$ cat src/rtl/pipe_ctrl_pkg.sv
// Shared definitions for the pipeline hazard controller.
//   state_e  : sequencer states (RUN, MEM_WAIT, MDU_WAIT)
//   FWD_*    : EX operand source select encodings
package pipe_ctrl_pkg;

  typedef enum logic [1:0] {
    ST_RUN      = 2'd0,
    ST_MEM_WAIT = 2'd1,
    ST_MDU_WAIT = 2'd2
  } state_e;

  localparam logic [1:0] FWD_RF  = 2'b00;
  localparam logic [1:0] FWD_WB  = 2'b01;
  localparam logic [1:0] FWD_MEM = 2'b10;

endpackage

$ cat src/rtl/fwd_unit.sv
// Forwarding compare for one EX source operand.
//   rs_ex_i        : source register read by the EX instruction
//   rd_mem_i/...   : destination and write-enable of the MEM instruction
//   rd_wb_i/...    : destination and write-enable of the WB instruction
//   fwd_o          : FWD_MEM, FWD_WB or FWD_RF; MEM wins as the younger result
module fwd_unit
  import pipe_ctrl_pkg::*;
(
  input  logic [4:0] rs_ex_i,
  input  logic [4:0] rd_mem_i,
  input  logic       regwrite_mem_i,
  input  logic [4:0] rd_wb_i,
  input  logic       regwrite_wb_i,
  output logic [1:0] fwd_o
);

  always_comb begin
    fwd_o = FWD_RF;
    if (regwrite_mem_i && (rd_mem_i != 5'd0) && (rd_mem_i == rs_ex_i)) begin
      fwd_o = FWD_MEM;
    end else if (regwrite_wb_i && (rd_wb_i != 5'd0) && (rd_wb_i == rs_ex_i)) begin
      fwd_o = FWD_WB;
    end
  end

endmodule

$ cat src/rtl/hazard_ctrl.sv
// Pipeline sequencer for the 5-stage RV32 core.
//   Inputs : ID/EX/MEM/WB register ids and write enables, load flag in EX,
//            branch redirect from EX, MDU start, data-memory handshake.
//   Outputs: per-stage stall/flush, EX forwarding selects, MDU done pulse,
//            saturating count of cycles with the PC held.
// All control outputs are forced low while rst is high.
module hazard_ctrl
  import pipe_ctrl_pkg::*;
#(
  parameter int MDU_LAT = 4,
  parameter int CNT_W   = 32
) (
  input  logic             clk,
  input  logic             rst,
  input  logic [4:0]       rs1_id_i,
  input  logic [4:0]       rs2_id_i,
  input  logic             use_rs1_i,
  input  logic             use_rs2_i,
  input  logic [4:0]       rs1_ex_i,
  input  logic [4:0]       rs2_ex_i,
  input  logic [4:0]       rd_ex_i,
  input  logic             memread_ex_i,
  input  logic             regwrite_ex_i,
  input  logic [4:0]       rd_mem_i,
  input  logic             regwrite_mem_i,
  input  logic [4:0]       rd_wb_i,
  input  logic             regwrite_wb_i,
  input  logic             redirect_ex_i,
  input  logic             mdu_start_i,
  input  logic             dmem_req_i,
  input  logic             dmem_ready_i,
  output logic             stall_if_o,
  output logic             stall_id_o,
  output logic             stall_ex_o,
  output logic             stall_mem_o,
  output logic             flush_id_o,
  output logic             flush_ex_o,
  output logic             flush_mem_o,
  output logic             flush_wb_o,
  output logic [1:0]       fwd_a_o,
  output logic [1:0]       fwd_b_o,
  output logic             mdu_done_o,
  output logic [CNT_W-1:0] stall_cnt_o
);

  localparam int MDU_W = (MDU_LAT > 2) ? $clog2(MDU_LAT) : 1;

  // A start seen in RUN already spends that cycle executing, so the wait
  // state needs one cycle less than a start held over a memory wait.
  localparam logic [MDU_W-1:0] MDU_LOAD_RUN  = MDU_W'(MDU_LAT - 2);
  localparam logic [MDU_W-1:0] MDU_LOAD_PEND = MDU_W'(MDU_LAT - 1);

  state_e             state_q, state_d;
  logic [MDU_W-1:0]   mdu_cnt_q, mdu_cnt_d;
  logic               mdu_pend_q, mdu_pend_d;
  logic [CNT_W-1:0]   stall_cnt_q, stall_cnt_d;

  logic [1:0]         fwd_a_raw, fwd_b_raw;
  logic               load_use;
  logic               mem_miss;

  fwd_unit u_fwd_a (
    .rs_ex_i        (rs1_ex_i),
    .rd_mem_i       (rd_mem_i),
    .regwrite_mem_i (regwrite_mem_i),
    .rd_wb_i        (rd_wb_i),
    .regwrite_wb_i  (regwrite_wb_i),
    .fwd_o          (fwd_a_raw)
  );

  fwd_unit u_fwd_b (
    .rs_ex_i        (rs2_ex_i),
    .rd_mem_i       (rd_mem_i),
    .regwrite_mem_i (regwrite_mem_i),
    .rd_wb_i        (rd_wb_i),
    .regwrite_wb_i  (regwrite_wb_i),
    .fwd_o          (fwd_b_raw)
  );

  always_comb begin
    load_use = memread_ex_i && regwrite_ex_i && (rd_ex_i != 5'd0) &&
               ((use_rs1_i && (rs1_id_i == rd_ex_i)) ||
                (use_rs2_i && (rs2_id_i == rd_ex_i)));
    mem_miss = dmem_req_i && !dmem_ready_i;
  end

  always_comb begin
    state_d     = state_q;
    mdu_cnt_d   = mdu_cnt_q;
    mdu_pend_d  = mdu_pend_q;
    stall_if_o  = 1'b0;
    stall_id_o  = 1'b0;
    stall_ex_o  = 1'b0;
    stall_mem_o = 1'b0;
    flush_id_o  = 1'b0;
    flush_ex_o  = 1'b0;
    flush_mem_o = 1'b0;
    flush_wb_o  = 1'b0;
    mdu_done_o  = 1'b0;
    fwd_a_o     = fwd_a_raw;
    fwd_b_o     = fwd_b_raw;

    unique case (state_q)
      ST_RUN: begin
        if (mem_miss) begin
          // Memory wait wins; an MDU start arriving now is replayed afterwards.
          state_d = ST_MEM_WAIT;
          if (mdu_start_i) begin
            mdu_pend_d = 1'b1;
          end
        end else if (mdu_start_i) begin
          state_d     = ST_MDU_WAIT;
          mdu_cnt_d   = MDU_LOAD_RUN;
          stall_if_o  = 1'b1;
          stall_id_o  = 1'b1;
          stall_ex_o  = 1'b1;
          flush_mem_o = 1'b1;
        end

        if (redirect_ex_i) begin
          flush_id_o = 1'b1;
          flush_ex_o = 1'b1;
        end else if (load_use && !(mdu_start_i && !mem_miss)) begin
          stall_if_o = 1'b1;
          stall_id_o = 1'b1;
          flush_ex_o = 1'b1;
        end
      end

      ST_MEM_WAIT: begin
        stall_if_o  = 1'b1;
        stall_id_o  = 1'b1;
        stall_ex_o  = 1'b1;
        stall_mem_o = 1'b1;
        flush_wb_o  = 1'b1;
        if (dmem_ready_i) begin
          if (mdu_pend_q) begin
            state_d    = ST_MDU_WAIT;
            mdu_cnt_d  = MDU_LOAD_PEND;
            mdu_pend_d = 1'b0;
          end else begin
            state_d = ST_RUN;
          end
        end
      end

      ST_MDU_WAIT: begin
        stall_if_o  = 1'b1;
        stall_id_o  = 1'b1;
        stall_ex_o  = 1'b1;
        flush_mem_o = 1'b1;
        if (mdu_cnt_q == '0) begin
          mdu_done_o = 1'b1;
          state_d    = ST_RUN;
        end else begin
          mdu_cnt_d = mdu_cnt_q - MDU_W'(1);
        end
      end

      default: begin
        state_d = ST_RUN;
      end
    endcase

    if (rst) begin
      stall_if_o  = 1'b0;
      stall_id_o  = 1'b0;
      stall_ex_o  = 1'b0;
      stall_mem_o = 1'b0;
      flush_id_o  = 1'b0;
      flush_ex_o  = 1'b0;
      flush_mem_o = 1'b0;
      flush_wb_o  = 1'b0;
      mdu_done_o  = 1'b0;
      fwd_a_o     = '0;
      fwd_b_o     = '0;
    end
  end

  always_comb begin
    stall_cnt_d = stall_cnt_q;
    if (stall_if_o && (stall_cnt_q != '1)) begin
      stall_cnt_d = stall_cnt_q + CNT_W'(1);
    end
  end

  always_ff @(posedge clk) begin
    if (rst) begin
      state_q     <= ST_RUN;
      mdu_cnt_q   <= '0;
      mdu_pend_q  <= 1'b0;
      stall_cnt_q <= '0;
    end else begin
      state_q     <= state_d;
      mdu_cnt_q   <= mdu_cnt_d;
      mdu_pend_q  <= mdu_pend_d;
      stall_cnt_q <= stall_cnt_d;
    end
  end

  assign stall_cnt_o = stall_cnt_q;

endmodule

$ cat config.mk
export PLATFORM = sky130hd
export DESIGN_NAME = hazard_ctrl
export DESIGN_NICKNAME = d
export VERILOG_FILES = /design/src/rtl/pipe_ctrl_pkg.sv /design/src/rtl/fwd_unit.sv /design/src/rtl/hazard_ctrl.sv
export SDC_FILE = /design/constraint.sdc
export NUM_CORES = 1
export LEC_CHECK = 0
export CORE_ASPECT_RATIO = 2
export CORE_MARGIN = 1.5
export CORE_UTILIZATION = 45
export CTS_CLUSTER_SIZE = 10
export DETAILED_ROUTE_END_ITERATION = 10
export PLACE_DENSITY = 0.88
export SETUP_SLACK_MARGIN = 0.3
export SLEW_MARGIN = 20
export SYNTH_ARGS = -nofsm -noshare
export SYNTH_HDL_FRONTEND = slang
export SYNTH_SLANG_ARGS = --single-unit
$ cat constraint.sdc
create_clock -name clk -period 3.35 [get_ports clk]
set_clock_uncertainty 0.05 [all_clocks]
set_input_delay 0.67 -clock clk [delete_from_list [all_inputs] [get_ports clk]]
set_output_delay 0.67 -clock clk [all_outputs]
set_load 0.02 [all_outputs]
==> results.json, run 1 <==
{
  "vias": 2925,
  "async_reset_ff_share_pct": 0,
  "grt_pass1_wl_um": 12400,
  "clkSinkCount": 37,
  "antenna_found_initial": 0,
  "routed.top_layer": "met4",
  "pwr-share-seq_pct": 38.2,
  "power_frac_comb_pct": 27.9,
  "synth_top_family_by_area": "simple AND/OR/NAND/NOR gates",
  "grt_pass1_vias": 2833,
  "status": "finished clean",
  "end_kind": "output pin",
  "dr.pass1.iters": 4,
  "fin_crit_ns": 3.17,
  "place_ws_ns": -0.336,
  "synth_cell_types": 42,
  "ys_ff_latch": 37,
  "hpwl_um": 5930,
  "clkPwrFrac_pct": 33.8,
  "wl_met3_um": 402,
  "num_rows": 37,
  "max_slew.worst_pin.slew_ns": 0.675,
  "leakage_nw": 1.31,
  "yosysWarnings": 0,
  "p_sw_mw": 0.347,
  "syn_inst": 305,
  "rsz0062_at_grt": "true",
  "irDropWorstVdd_mv": 0.336,
  "first_iter_violations": 114,
  "crit_arrival_ns": 2.45,
  "synth_simple_gate_area_share_pct": 28.1,
  "hold_slack_ns": 0.417,
  "cp-start-kind": "primary input",
  "drive_gt1_share_pct": 12.5,
  "cp_slowest_cell": "or4_4",
  "synthXorXnorAreaFrac_pct": 11.1,
  "synth_area_mm2": 0.00245,
  "fin_cells": 473,
  "wl_per_cell_um": 17.1,
  "area_delta_synth_final_pct": 51.5,
  "cpPeakStageDelay_ns": 0.51,
  "place.gp.congestion": 0.796,
  "grt.overflow.total": 0,
  "wl_um": 8080,
  "fmax_ghz": 0.316,
  "synth_fa_ha_area_share_pct": 3.06,
  "die_area_mm2": 0.00593,
  "cts_setup_buffers": 0,
  "setup_tns_ns": 0,
  "fill_cells": 400,
  "clock-root-buffer": "clkbuf_8",
  "synth_compound_area_share_pct": 22.0,
  "die_w_um": 55.2,
  "initial_utilization_pct": 47.3,
  "cts_hold_buf": 0,
  "totalPowerFinal_mw": 1.20,
  "ant_nets": 0,
  "powerDensity_mw_per_mm2": 322,
  "clock_path_buffers": 2,
  "syn-num-nets": 358,
  "yosysSeqAreaShare_pct": 30.2,
  "placement.io_buffers": 91,
  "path_delay_family": "simple AND/OR/NAND/NOR gates",
  "min_period_over_period_pct": 94.5,
  "max_slew_margin_pct": 54.9,
  "vias_per_cell": 6.18,
  "synthMuxAreaShare_pct": 0.815,
  "slew_violations": 0,
  "n_antenna_cell": 0,
  "critPathKind": "primary input to output pin",
  "synth_top_flop_cell": "dfxtp_1",
  "htreeDepth": 2,
  "route.detailed.drc": 0,
  "met1_length_um": 2550,
  "dp_cells": 464,
  "cap_violations": 0,
  "worstSkewPairLatency_ns": 0.29,
  "cts_buffers": 5,
  "finalSetupViolations": 0,
  "setup_slack_ns": 0.184,
  "path_common_cell": "buf_4",
  "num-nets-final": 467,
  "hp-class": "register to register",
  "swShare_pct": 28.9,
  "synth-edff-count": 0,
  "cts_tree": "built",
  "die_h_um": 107,
  "worst-path-max-fanout": 2,
  "cp_num_buf_inv": 3,
  "internal_power_mw": 0.852,
  "clkTransAtPathRegs_ns": 0.08,
  "crit_chain": "clkdlybuf4s50_1 > buf_4 > xor2_1 > or4_4 > nor4_4 > buf_4",
  "worstPathRequired_ns": 2.63,
  "grt_usage_pct": 25.9,
  "grt_max_degree": 38,
  "syn_avg_cell_area_um2": 8.05,
  "ios": 92,
  "hold_viol_final": 0,
  "core_region_area_mm2": 0.00518,
  "wl_met2_um": 4740
}
[final timing paths]
path,start,endpoint,slack (ns),cells after the start
min reg2reg,mdu_cnt_q[0],mdu_cnt_q[0],0.42,2
max,rd_wb_i[2],fwd_b_o[0],0.18,6
min,mdu_cnt_q[0],mdu_cnt_q[0],0.42,2
max reg2reg,state_q[0],stall_cnt_o[23],0.51,9
[power groups by stage]
stage          Sequential, mW  Clock [mW]  Combinational (mW)
2_1_floorplan           0.468           0               0.171
3_3_place_gp            0.468           0               0.314
3_5_place_dp            0.468           0               0.325
4_1_cts                 0.458       0.407               0.320
5_1_grt                 0.460       0.424               0.355
6_report                0.458       0.406               0.335
[worst register-to-register path: stages, from the launching register on]
cell	delay [ns]
dfxtp_1	0.34
inv_1	0.10
ha_1	0.27
inv_2	0.10
or4_4	0.56
o32ai_4	0.15
buf_4	0.19
o211ai_2	0.30
or4_1	0.59
a21oi_1	0.14
[logic make-up after synthesis]
family / Yosys count
simple gates: 120
compound gates: 83
flops: 37
xor+xnor: 31
buf+inv: 26
fa+ha+maj: 6
mux: 2
[synth_stat cells, types with 2 or more instances]
library cell / n / area [um2]
a21oi_1: 31 / 155
a31oi_1: 2 / 12.5
and2_1: 2 / 12.5
and3_1: 7 / 43.8
and4_1: 6 / 52.6
buf_1: 2 / 7.51
buf_2: 2 / 10.0
buf_4: 3 / 22.5
clkbuf_1: 9 / 33.8
dfxtp_1: 37 / 741
ha_1: 6 / 75.1
inv_1: 8 / 30.0
mux2i_1: 2 / 20.0
nand2_1: 19 / 71.3
nand3_1: 17 / 85.1
nand4_1: 12 / 75.1
nor2_1: 11 / 41.3
nor3_1: 6 / 30.0
nor4_1: 7 / 43.8
o211ai_1: 3 / 22.5
o21a_1: 4 / 30.0
o21ai_0: 20 / 100
o22ai_1: 2 / 12.5
o311ai_0: 3 / 26.3
o31a_1: 3 / 26.3
o31ai_1: 6 / 45.0
o41ai_1: 4 / 35.0
or3_1: 18 / 113
or4_1: 11 / 82.6
xnor2_1: 20 / 175
xor2_1: 11 / 96.3
[what timing repair did]
item                                    CTS  global route
gates resized for setup                  39            14
pin swaps                                 7             8
endpoints found under the setup margin    8            17
cloned                                    0             1
endpoints found under the hold margin     0             0
[per-stage QoR]
step / util, % / area (um2)
after floorplan: - / 2450
after global placement: 68.6 / 3560
after detailed placement: 68.6 / 3560
after CTS: 70.3 / 3650
after global routing: 71.7 / 3720
final: 71.7 / 3720
[registers in the layout, summed over array words and instances (netlist names)]
signal	cells
stall_cnt_o	32
mdu_cnt_q	2
state_q	2
mdu_pend_q	1
[layout by cell type, fill, tap and decap left out, types with 3 or more instances in the layout]
master / synthesis / layout
ha_1: 6 / 6
and3_1: 7 / 7
o31ai_1: 6 / 6
nand4_1: 12 / 12
inv_1: 8 / 8
o31a_1: 3 / 3
xnor2_1: 20 / 20
nor4_1: 7 / 5
nand2_1: 19 / 19
clkdlybuf4s50_1: 0 / 71
nand3_1: 17 / 17
or3_1: 18 / 18
o41ai_1: 4 / 4
buf_4: 3 / 29
and4_1: 6 / 6
o21ai_0: 20 / 19
o211ai_1: 3 / 3
or4_1: 11 / 9
o21a_1: 4 / 4
o311ai_0: 3 / 3
xor2_1: 11 / 11
clkbuf_8: 0 / 6
a21oi_1: 31 / 31
dlymetal6s2s_1: 0 / 5
or4_4: 1 / 3
nor3_1: 6 / 5
dlygate4sd2_1: 0 / 8
dfxtp_1: 37 / 37
nor2_1: 11 / 11
[routing by layer]
layer,track usage (%),vias up
li1,-,1374
met1,23.5,1387
met2,52.1,132
met3,3.61,32
met4,14.6,0
met5,0,-
[cell type report]
type / instances / area [um2] / share of cell area [%]
multi-input cells: 243 / 1650 / 44.4
repair buffers: 118 / 1100 / 29.6
flip-flops and latches: 37 / 741 / 19.9
clock buffers: 7 / 86.3 / 2.32
well taps: 58 / 72.6 / 1.95
inverters: 9 / 33.8 / 0.908
clock inverters: 1 / 30.0 / 0.808
No activity file was read; power rests on OpenSTA's default activity.
==> run 2, diff against run 1 <==
ABC_AREA = 1   (was not set)
CORE_UTILIZATION = 46   (was 45)
PLACE_DENSITY = 0.86   (was 0.88)
==> results.json, run 2 <==
{
  "synth_area_mm2": 0.00302,
  "r2r_start": "stall_cnt_o[0]",
  "dr.pass1.iters": 4,
  "slew_violations": 0,
  "die_area_mm2": 0.00710,
  "worstSkewPairLatency_ns": 0.29,
  "end_kind": "output pin",
  "placement.io_buffers": 91,
  "largest_register_ffs": 32,
  "path_delay_family": "buffers and inverters",
  "cts_hold_buf": 0,
  "cts_tree": "built",
  "synth-edff-count": 0,
  "cts_setup_buffers": 0,
  "synth_common_cells": "nand2_1, nor2_1, inv_1, nand3_1, a21oi_1",
  "worst-path-stages": 7,
  "cp_slowest_cell": "clkdlybuf4s50_1",
  "setup_tns_ns": 0,
  "yosysWarnings": 0,
  "syn_avg_cell_area_um2": 5.89,
  "ios": 92,
  "drive_gt1_share_pct": 5.79,
  "die_h_um": 118,
  "power_frac_comb_pct": 29.9,
  "ys_ff_latch": 37,
  "initial_utilization_pct": 47.9,
  "core_region_area_mm2": 0.00631,
  "leakage_nw": 1.68,
  "dp_cells": 684,
  "route.detailed.drc": 0,
  "p_sw_mw": 0.432,
  "clock_path_buffers": 2,
  "area_delta_synth_final_pct": 38.0,
  "grt.overflow.total": 0,
  "critPathKind": "primary input to output pin",
  "crit_chain": "clkdlybuf4s50_1 > xor2_1 > or2_2 > nor4_4 > inv_1 > nor2_1 > clkdlybuf4s15_1",
  "hold_slack_ns": 0.421,
  "synth_top_area_share_pct": 24.5,
  "max_slew.worst_pin.slew_ns": 0.730,
  "n_antenna_cell": 0,
  "ant_nets": 0,
  "grt_max_degree": 35,
  "worst-path-max-fanout": 2,
  "internal_power_mw": 0.919,
  "synth_cell_types": 31,
  "fin_crit_ns": 3.08,
  "vias_per_cell": 5.32,
  "synth_area_leaders": "dfxtp_1, nand2_1, nand3_1, nor2_1, a21oi_1",
  "endpoint": "fwd_b_o[1]",
  "cts_buffers": 5,
  "first_iter_violations": 166,
  "reg2regPathDepth": 10,
  "hp-class": "register to register",
  "grt_pass1_vias": 3716,
  "num_rows": 41,
  "min_period_over_period_pct": 91.9,
  "crit_arrival_ns": 2.36,
  "status": "finished clean",
  "finalSetupViolations": 0,
  "die_w_um": 60.3,
  "swShare_pct": 32.0,
  "r2r_slack_ns": 0.70,
  "hold_viol_final": 0,
  "place.gp.congestion": 1.03,
  "reg2reg_to": "stall_cnt_o[5]",
  "rsz0062_at_grt": "true",
  "fmax_ghz": 0.325,
  "max_slew_margin_pct": 50.9,
  "clock-root-buffer": "clkbuf_16",
  "wl_um": 9830,
  "synth.largest_area_cell": "dfxtp_1",
  "final_util_pct": 66.1,
  "fin_cells": 691,
  "num-nets-final": 658,
  "yosysSeqAreaShare_pct": 24.5,
  "worstPathRequired_ns": 2.63,
  "cp-start-kind": "primary input",
  "cap_violations": 0,
  "hold_depth": 2,
  "cp_num_buf_inv": 3,
  "hpwl_um": 8140,
  "totalPowerFinal_mw": 1.35,
  "synth_top_flop_cell": "dfxtp_1",
  "irDropWorstVdd_mv": 0.184,
  "grt_usage_pct": 29.4,
  "mostFrequentLayoutCells": "nand2_1, clkdlybuf4s50_1, nor2_1, nand3_1, inv_1",
  "clkPwrFrac_pct": 34.7,
  "synth.most_common_cell": "nand2_1",
  "async_reset_ff_share_pct": 0,
  "htreeDepth": 2,
  "wl_per_cell_um": 14.2,
  "pwr-share-seq_pct": 35.4,
  "syn-num-nets": 566,
  "powerDensity_mw_per_mm2": 324,
  "grt_pass1_wl_um": 16000,
  "vias": 3675,
  "clkSinkCount": 37,
  "syn_inst": 513,
  "antenna_found_initial": 0,
  "mostFrequentLayoutCell": "nand2_1",
  "critPathLaunch": "rd_mem_i[3]",
  "clkTransAtPathRegs_ns": 0.05,
  "cpPeakStageDelay_ns": 0.45
}
## run 2: changes by cell type after synthesis, moves of 13 or more
cell,delta
nand2_1,+146
nor2_1,+47
inv_1,+44
nand3_1,+35
or3_1,-18
o21ai_0,-13
## run 2: power groups by stage
stage | registers (mW) | logic, mW | clock network (mW)
6_report | 0.479 | 0.404 | 0.468
3_3_place_gp | 0.486 | 0.393 | 0
3_5_place_dp | 0.487 | 0.404 | 0
4_1_cts | 0.478 | 0.402 | 0.473
2_1_floorplan | 0.485 | 0.247 | 0
5_1_grt | 0.481 | 0.441 | 0.488
## run 2: what timing repair did
item,in CTS,in global routing
pin swaps,0,2
setup endpoints to repair,9,9
gates resized for setup,14,15
## run 2: logic make-up after synthesis
logic type,Yosys count,share of synthesized area [%]
buffers and inverters,69,9.77
and+or+nand+nor,313,44.2
adders and majority gates,6,2.48
AOI/OAI and AO/OA,56,9.73
DFF,37,24.5
xor gates and xnor gates,32,9.27
## run 2: worst min-delay path by stage
stage	endpoint	from	slack, ns
6_report	mdu_cnt_q[1]	mdu_cnt_q[1]	0.42
5_1_grt	mdu_cnt_q[0]	mdu_cnt_q[0]	0.46
4_1_cts	mdu_cnt_q[1]	mdu_cnt_q[1]	0.42
3_5_place_dp	mdu_cnt_q[1]	mdu_cnt_q[1]	0.41
3_3_place_gp	mdu_cnt_q[1]	mdu_cnt_q[1]	0.40
2_1_floorplan	mdu_cnt_q[1]	mdu_cnt_q[1]	0.38
## run 2: through the flow
step	area [um2]	worst slack, ns
floorplan	3020	0.896
global placement	4020	-0.0482
detailed placement	4020	-0.112
CTS	4170	0.277
global route	4170	0.205
finish	4170	0.273
## run 2: routing by layer
layer	global-route usage [%]	up-vias	wire, um	share of wire (%)
met1	26.4	1666	3230	33
met2	54.2	135	5500	56
met3	4.07	49	369	3.8
met5	0	-	0	0
li1	-	1825	-	-
met4	21.4	0	733	7.5
## run 2: cell type report
class	count	area, um2
Fill cell	638	2140
Multi-Input combinational cell	407	2020
Tap cell	86	108
Sequential cell	37	741
Inverter	53	199
Timing Repair Buffer	101	965
Clock buffer	7	143
## run 2: worst register-to-register path, cell delays in order (launching register included)
cell and delay [ns]:
dfxtp_1 0.54, ha_1 0.42, nand3_1 0.19, nor2_4 0.19, nand2_2 0.11, nor3_2 0.19
nand3_2 0.28, nand2_2 0.18, buf_4 0.23, nand2_1 0.08, a21oi_1 0.13
==> run 3, diff against run 2 <==
CORE_MARGIN = not set   (was 1.5)
CTS_CLUSTER_SIZE = 24   (was 10)
==> results.json, run 3 (synthesized netlist as in run 2, its figures left out) <==
{
  "cts_tree": "built",
  "vias_per_cell": 5.35,
  "rsz0062_at_grt": "true",
  "met3_usage_pct": 9.41,
  "hpwl_um": 7950,
  "antenna_found_initial": 0,
  "vias": 3703,
  "mostFrequentLayoutCells": "nand2_1, clkdlybuf4s50_1, nor2_1, nand3_1, inv_1",
  "r2r_slack_ns": 0.77,
  "area_delta_synth_final_pct": 37.7,
  "max_slew_margin_pct": 51.9,
  "place.gp.congestion": 1.02,
  "grt-busiest-layer": "met2",
  "grt_use_met1_pct": 30.1,
  "core_region_area_mm2": 0.00631,
  "critPathLaunch": "rs2_ex_i[3]",
  "placement.io_buffers": 91,
  "endpoint": "fwd_b_o[0]",
  "worst-path-stages": 7,
  "cp_slowest_cell": "clkdlybuf4s50_1",
  "clock-root-buffer": "clkbuf_16",
  "reg2regPathDepth": 13,
  "finalSetupViolations": 0,
  "drive_gt1_share_pct": 5.61,
  "n_antenna_cell": 0,
  "die_w_um": 59.3,
  "grt.overflow.total": 0,
  "grt_max_degree": 35,
  "clock_path_buffers": 2,
  "use_met2_pct": 59.6,
  "initial_utilization_pct": 47.9,
  "cp-start-kind": "primary input",
  "min_period_over_period_pct": 89.1,
  "dp_cells": 685,
  "r2r_start": "state_q[0]",
  "grt_usage_pct": 32.6,
  "end_kind": "output pin",
  "path_delay_family": "buffers and inverters",
  "cts_setup_buffers": 0,
  "die_h_um": 117,
  "die_area_mm2": 0.00692,
  "grt_pass1_vias": 3638,
  "worst-path-max-fanout": 2,
  "cp_num_buf_inv": 3,
  "fin_cells": 692,
  "leakage_nw": 1.67,
  "wl_um": 10100,
  "clkTransAtPathRegs_ns": 0.05,
  "num_rows": 41,
  "irDropWorstVdd_mv": 0.199,
  "fmax_ghz": 0.335,
  "first_iter_violations": 207,
  "critPathKind": "primary input to output pin",
  "status": "finished clean",
  "crit_arrival_ns": 2.27,
  "cpPeakStageDelay_ns": 0.45,
  "htreeDepth": 2,
  "hp-class": "register to register",
  "powerDensity_mw_per_mm2": 326,
  "ios": 92,
  "num-nets-final": 659,
  "mostFrequentLayoutCell": "nand2_1",
  "grt_pass1_wl_um": 16800,
  "largest_register_ffs": 32,
  "clkSinkCount": 37,
  "worstSkewPairLatency_ns": 0.29,
  "crit_chain": "clkdlybuf4s50_1 > buf_4 > xor2_1 > nor4_1 > nand3_1 > nor3_1 > clkbuf_2",
  "dr.pass1.iters": 4,
  "cap_violations": 0,
  "wl_per_cell_um": 14.6,
  "slew_violations": 0,
  "max_slew.worst_pin.slew_ns": 0.717,
  "fin_crit_ns": 2.99,
  "ant_nets": 0,
  "design_area_mm2": 0.00416,
  "route.detailed.drc": 0,
  "place_area_mm2": 0.00403,
  "cts_buffers": 5,
  "reg2reg_to": "stall_cnt_o[9]",
  "hold_viol_final": 0,
  "worstPathRequired_ns": 2.63
}
run 3: changes by cell type in the layout (fill, tap and decap cells not counted):
| cell | before | now |
|---|---|---|
| dlygate4sd2_1 | 1 | 4 |
| nor4_4 | 1 | 0 |
| nor4_2 | 1 | 2 |
| o21ai_2 | 1 | 0 |
| buf_4 | 10 | 11 |
| clkdlybuf4s15_1 | 1 | 0 |
| dlymetal6s2s_1 | 2 | 1 |
| buf_2 | 1 | 0 |
| o21ai_1 | 0 | 1 |
run 3: area by class of cell:
cell class,count,area (um2)
fill,586,2150
multi-input combinational,407,2000
timing repair buffer,102,971
sequential,37,741
inverter,53,199
clock buffer,7,143
tap,86,108
run 3: worst min path at each step:
stage | slack, ns | end | cells after the start | startpoint
after CTS | 0.42 | mdu_cnt_q[1] | 2 | mdu_cnt_q[1]
after floorplan | 0.38 | mdu_cnt_q[1] | 2 | mdu_cnt_q[1]
after global placement | 0.39 | mdu_cnt_q[1] | 2 | mdu_cnt_q[1]
final | 0.42 | mdu_cnt_q[1] | 2 | mdu_cnt_q[1]
after detailed placement | 0.41 | mdu_cnt_q[1] | 2 | mdu_cnt_q[1]
after global routing | 0.44 | mdu_cnt_q[1] | 2 | mdu_cnt_q[1]
run 3: timing repair:
item	4_1_cts	5_1_grt
gates cloned	0	0
hold buffers	0	0
pin swaps	0	1
resized for setup	12	11
setup endpoints to repair	9	8
run 3: layer usage:
layer	vias to the layer above	share of wire (%)
li1	1833	-
met2	173	55
met4	0	5.8
met3	38	5.7
met1	1659	33
met5	-	0
run 3: power breakdown:
part,switching (mW),leakage [nW],internal [mW]
clock network,0.179,0.0700,0.292
registers,0.0193,0.299,0.460
logic,0.240,1.30,0.168
run 3: tightest hold or removal path: cells and delay by family (launching register included):
family	cells	cell delay (ns)
compound gates	1	0.06
buf+inv	1	0.07
flops	1	0.30
run 3: per-stage QoR:
step | worst slack (ns) | hold slack (ns) | total power [mW] | setup TNS, ns | util (%)
after global placement | -0.0415 | 0.394 | 0.886 | -0.0791 | 63.8
after detailed placement | -0.0448 | 0.414 | 0.897 | -0.103 | 63.8
after global routing | 0.224 | 0.439 | 1.41 | 0 | 66.0
final | 0.364 | 0.422 | 1.36 | 0 | 66.0
after CTS | 0.229 | 0.421 | 1.36 | 0 | 66.1
after floorplan | 0.896 | 0.383 | 0.731 | 0 | -
